<file path="src/rtl/pc_sequencer.sv">
// Multi-cycle instruction sequencer: FETCH/DECODE/EXEC/MEM/WB control FSM with a retired-instruction counter.
// Build option MEM_WAIT_EN: FETCH and MEM wait for mem_ready; otherwise they complete in one cycle.
module pc_sequencer (
  input  logic        clk,
  input  logic        reset,
  input  logic [6:0]  opcode,
  input  logic        branch_cond,
  input  logic        mem_ready,
  output logic        PCWrite,
  output logic [1:0]  PCSrc,
  output logic        IRWrite,
  output logic        MemRead,
  output logic        MemWrite,
  output logic        RegWrite,
  output logic [2:0]  state,
  output logic        illegal,
  output logic [15:0] instret
);

  typedef enum logic [2:0] {
    S_FETCH  = 3'd0,
    S_DECODE = 3'd1,
    S_EXEC   = 3'd2,
    S_MEM    = 3'd3,
    S_WB     = 3'd4
  } state_t;

  localparam logic [6:0] OP_R      = 7'b0110011;
  localparam logic [6:0] OP_I      = 7'b0010011;
  localparam logic [6:0] OP_LOAD   = 7'b0000011;
  localparam logic [6:0] OP_STORE  = 7'b0100011;
  localparam logic [6:0] OP_BRANCH = 7'b1100011;
  localparam logic [6:0] OP_JAL    = 7'b1101111;

  state_t      state_q, state_d;
  logic [6:0]  opcode_q, opcode_d;
  logic [15:0] instret_q, instret_d;
  logic        mem_done;
  logic        retire;
  logic        op_legal;

`ifdef MEM_WAIT_EN
  assign mem_done = mem_ready;
`else
  logic unused_mem_ready;
  assign unused_mem_ready = mem_ready;
  assign mem_done         = 1'b1;
`endif

  always_comb begin
    case (opcode)
      OP_R, OP_I, OP_LOAD, OP_STORE, OP_BRANCH, OP_JAL: op_legal = 1'b1;
      default:                                          op_legal = 1'b0;
    endcase
  end

  always_comb begin
    state_d  = state_q;
    opcode_d = opcode_q;
    retire   = 1'b0;
    PCWrite  = 1'b0;
    PCSrc    = 2'b00;
    IRWrite  = 1'b0;
    MemRead  = 1'b0;
    MemWrite = 1'b0;
    RegWrite = 1'b0;
    illegal  = 1'b0;

    case (state_q)
      S_FETCH: begin
        MemRead = 1'b1;
        if (mem_done) begin
          IRWrite = 1'b1;
          PCWrite = 1'b1;
          state_d = S_DECODE;
        end
      end
      S_DECODE: begin
        opcode_d = opcode;
        if (op_legal) begin
          state_d = S_EXEC;
        end else begin
          illegal = 1'b1;
          state_d = S_FETCH;
        end
      end
      // From here on only the latched opcode steers the instruction.
      S_EXEC: begin
        case (opcode_q)
          OP_R, OP_I:        state_d = S_WB;
          OP_LOAD, OP_STORE: state_d = S_MEM;
          OP_BRANCH: begin
            PCWrite = branch_cond;
            PCSrc   = branch_cond ? 2'b01 : 2'b00;
            retire  = 1'b1;
            state_d = S_FETCH;
          end
          OP_JAL: begin
            PCWrite = 1'b1;
            PCSrc   = 2'b10;
            state_d = S_WB;
          end
          default: state_d = S_FETCH;
        endcase
      end
      S_MEM: begin
        if (opcode_q == OP_STORE) begin
          MemWrite = 1'b1;
          if (mem_done) begin
            retire  = 1'b1;
            state_d = S_FETCH;
          end
        end else begin
          MemRead = 1'b1;
          if (mem_done) state_d = S_WB;
        end
      end
      S_WB: begin
        RegWrite = 1'b1;
        retire   = 1'b1;
        state_d  = S_FETCH;
      end
      default: state_d = S_FETCH;
    endcase

    instret_d = instret_q + {15'd0, retire};

    // Reset silences every strobe in the cycle it is asserted.
    if (reset) begin
      PCWrite  = 1'b0;
      PCSrc    = 2'b00;
      IRWrite  = 1'b0;
      MemRead  = 1'b0;
      MemWrite = 1'b0;
      RegWrite = 1'b0;
      illegal  = 1'b0;
    end
  end

  always_ff @(posedge clk) begin
    if (reset) begin
      state_q   <= S_FETCH;
      opcode_q  <= 7'd0;
      instret_q <= 16'd0;
    end else begin
      state_q   <= state_d;
      opcode_q  <= opcode_d;
      instret_q <= instret_d;
    end
  end

  assign state   = state_q;
  assign instret = instret_q;

endmodule

</file>
<file path="config.mk">
export PLATFORM = sky130hd
export DESIGN_NAME = pc_sequencer
export DESIGN_NICKNAME = d
export VERILOG_FILES = /design/src/rtl/pc_sequencer.sv
export SDC_FILE = /design/constraint.sdc
export NUM_CORES = 1
export LEC_CHECK = 0
export CAP_MARGIN = 30
export CORE_MARGIN = 1
export CORE_UTILIZATION = 45
export CTS_CLUSTER_SIZE = 8
export DETAILED_ROUTE_END_ITERATION = 10
export HOLD_SLACK_MARGIN = 0.12
export PLACE_DENSITY = 0.8
export SLEW_MARGIN = 20
export SYNTH_ARGS = -nofsm -noshare
export SYNTH_HDL_FRONTEND = slang
export SYNTH_SLANG_ARGS = --single-unit
</file>
<file path="constraint.sdc">
create_clock -name clk -period 2.1 [get_ports clk]
set_input_delay 0.42 -clock clk [delete_from_list [all_inputs] [get_ports clk]]
set_output_delay 0.42 -clock clk [all_outputs]
set_load 0.02 [all_outputs]
</file>
==> impl_results.md <==
* Final min period at 2.30 ns
* Via density at approximately 5.3
* Fmax at 435 MHz
* Worst setup path category: register to primary output
* Detailed Route Iter0 Violations at 21
* Family with the most delay on the worst path: simple AND/OR/NAND/NOR gates
* CP max stage delay at around 0.53 ns
* # rows at 18
* Total Nets Final at 216
* Clk buf depth at 2
* Largest net degree at the start of global routing at 18
* Worst Hold Depth at 2
* GRT Overall Usage at 22.1%
* Synth warn at 0
* Clock Skews at 0.00725 ns
* Yosys reg bits at 26
* Slowest-stage cell, CP: or4_4
* RSZ-0062 raised after global routing: true
* Worst skew pair latency at 0.33 ns
* Final WL at 3200 µm
* Initial antenna violation count at 0
* Net Count, Synth at 159
* First-pass GRT wire length at 4820 µm
* Num CTS Buffers at 3
* Share of the synthesized area in the top cell type at about 41%
* Setup slack after layout at -0.199 ns
* Max Slew Vio Count at 0
* Hold Path Sink: instret[15]$_SDFF_PP0_
* Max Cap Violations at 0
* Largest cells by area after synthesis: dfxtp_1 41%, xor2_1 9.0%, nor2_1 7.8%, mux2i_1 5.6%, nand4_1 4.0%
* Diode count at 0
* Crit-path cells: nand2b_4, or4_4, a21o_1, a211oi_4, buf_6
* Layout cell share with drive strength beyond 1 at ~29%
* Gr ovfl total at 0
* Vias in the first global route at 1095
* Power Density at about 520 mW/mm²
* IO Port Bufs at 36
* Synth cell types at 34
* CTS HTree Levels at 1
* Peak supply drop at ~0.00077 V
* Synth area leader: dfxtp_1
* Synth Area per Inst at 8.62 µm²
* Starting Density at 49.0%
* CTS sink cnt at 26
* Worst Reg-to-Reg Cells at 8
* Ports at 38
* Sequential area share after synthesis at approximately two fifths
* Clk slew on worst S/H paths at 0.15 ns
* DR vias at approximately 1200
* Final setup vio count at 4
* Crit path from: opcode_q[4]$_SDFFE_PP0P_
* Hold Path Class: register to register
* CP Capture Type: primary output
* Gp weighted congestion at 0.822
* 1st-pass router iterations at 4
* DRC violations left at 0
* Area growth, synth to finish at 51.9%
* Post-synth EDFFs at 0
* Post-synthesis cell count at 146
* Cts hold-fix bufs at 0
* CTS tree: yes
* Detail Route Antenna Nets at 0
* Worst Tran Pin Value at about 0.34 ns
* Critical path arrival at 1.88 ns
* Outcome: finished with violations
* R2R Setup Slk at around 0.11 ns
* Routed len/inst at 13.8 µm
* Tot Pwr at 0.997 mW
* Root Buffer: clkbuf_4
* Startpoint types: register
* Core Box Area at 0.00257 mm²
* Cell area after synthesis at 0.00126 mm²
* Place WS at -0.440 ns
* Worst endpoint required time at 1.68 ns
* Die Width at 54.9 µm
* Reg-to-reg startpoint: opcode_q[4]$_SDFFE_PP0P_
* Height of the die at around 55 µm
* Layout fillers at 196
* Ys flop type: dfxtp_1
* Rel. slew slack at ~78%
* DIE AREA at 0.00301 mm²
* DP Wirelength at between 2000 and 2500 µm
* Leakage power at 0.776 nW
* Failing checks: setup timing
* CP bufs+invs at 1
* Min-delay src: instret[15]$_SDFF_PP0_
* Fin crit share at 109%
* RR Endpoint: instret[15]$_SDFF_PP0_
* Final hold vios at 0
* CP max FO at 2
* Share of flip-flops with an asynchronous set or reset at 0%
## synthesized netlist by cell type, types with 4 or more instances
cell,instances
dfxtp_1,26
nor2_1,26
xor2_1,13
nand2_1,10
nand4_1,8
mux2i_1,7
nand3_1,6
clkbuf_1,5
and3_1,4
## power breakdown
group / switching [mW] / internal (mW)
Combinational: 0.0664 / 0.0688
Clock: 0.157 / 0.193
Sequential: 0.00744 / 0.505
Total: 0.231 / 0.767
## worst reg2reg max path: stages (launching register included)
cell	delay (ns)
dfxtp_2	0.35
nand2b_4	0.13
buf_4	0.15
o41ai_2	0.34
ha_2	0.24
and2_4	0.15
nand2_1	0.06
or3_1	0.37
a21oi_1	0.15
## flip-flops by register name, summed over array words and instances (netlist names)
signal    flops
state         3
instret      16
opcode_q      7
## cell usage in the layout, fill, tap and decap left out, types with 2 or more instances in the layout
cell | netlist | layout
nand2_1 | 10 | 9
or3_1 | 2 | 2
ha_2 | 0 | 2
inv_1 | 3 | 3
buf_2 | 2 | 2
dfxtp_2 | 0 | 7
a21oi_1 | 2 | 2
nand2b_4 | 1 | 2
mux2i_1 | 7 | 7
and3_1 | 4 | 4
nand4_1 | 8 | 8
nand3_1 | 6 | 6
dlygate4sd2_1 | 0 | 3
clkbuf_4 | 0 | 3
buf_4 | 0 | 25
nor2_1 | 26 | 25
nor2b_1 | 2 | 2
xor2_1 | 13 | 13
dfxtp_1 | 26 | 19
or4_4 | 3 | 3
o21ai_0 | 2 | 2
clkdlybuf4s50_1 | 0 | 25
buf_6 | 0 | 3
and4_1 | 3 | 3
## final cells by class
cell class                 count  area (µm²)  area share [%]
timing repair buffer          60         523            27.4
sequential                    26         529            27.7
inverter                       3        11.3           0.589
clock inverter                 1        30.0            1.57
clock buffer                   3        22.5            1.18
multi-input combinational    109         758            39.7
tap                           30        37.5            1.96
## worst max path at each step
stage,end,slack (ns),cells past startpoint
floorplan,instret[8]$_SDFF_PP0_,0.07,9
global placement,PCWrite,-0.36,4
detailed placement,illegal,-0.44,5
CTS,PCWrite,-0.25,5
global route,PCWrite,-0.25,5
finish,PCWrite,-0.20,5
## cell families (layout without fill, tap and decap cells)
group	after synthesis	count (layout)	synth area share [%]
buf+inv	11	67	3.48
xor+xnor	14	14	9.74
simple gates	74	74	31.2
fa+ha+maj	2	2	1.99
flops	26	26	41.4
mux	7	7	5.57
compound gates	12	12	6.66
## metrics by stage
stage | area, µm² | cells | utilization, % | hold WS (ns) | setup TNS [ns]
floorplan | 1270 | 146 | - | 0.460 | 0
global placement | 1810 | 227 | 70.5 | 0.474 | -2.18
detailed placement | 1810 | 227 | 70.5 | 0.497 | -2.42
CTS | 1880 | 232 | 73.3 | 0.519 | -0.710
global route | 1910 | 232 | 74.5 | 0.564 | -0.695
finish | 1910 | 232 | 74.5 | 0.513 | -0.449
## layer usage
metal / track usage [%] / part of all wire [%]
met1: 30.0 / 46
met2: 35.7 / 50
met3: 3.33 / 2.6
met4: 6.41 / 1.4
met5: 0 / 0
## what timing repair did
| item | CTS | global route |
|---|---|---|
| endpoints found under the hold margin | 0 | 0 |
| setup buffers | 1 | 0 |
| resized for setup | 43 | 16 |
| setup endpoints to repair | 8 | 16 |
| pin swaps | 3 | 6 |
Power figures use the tool's default switching activity.
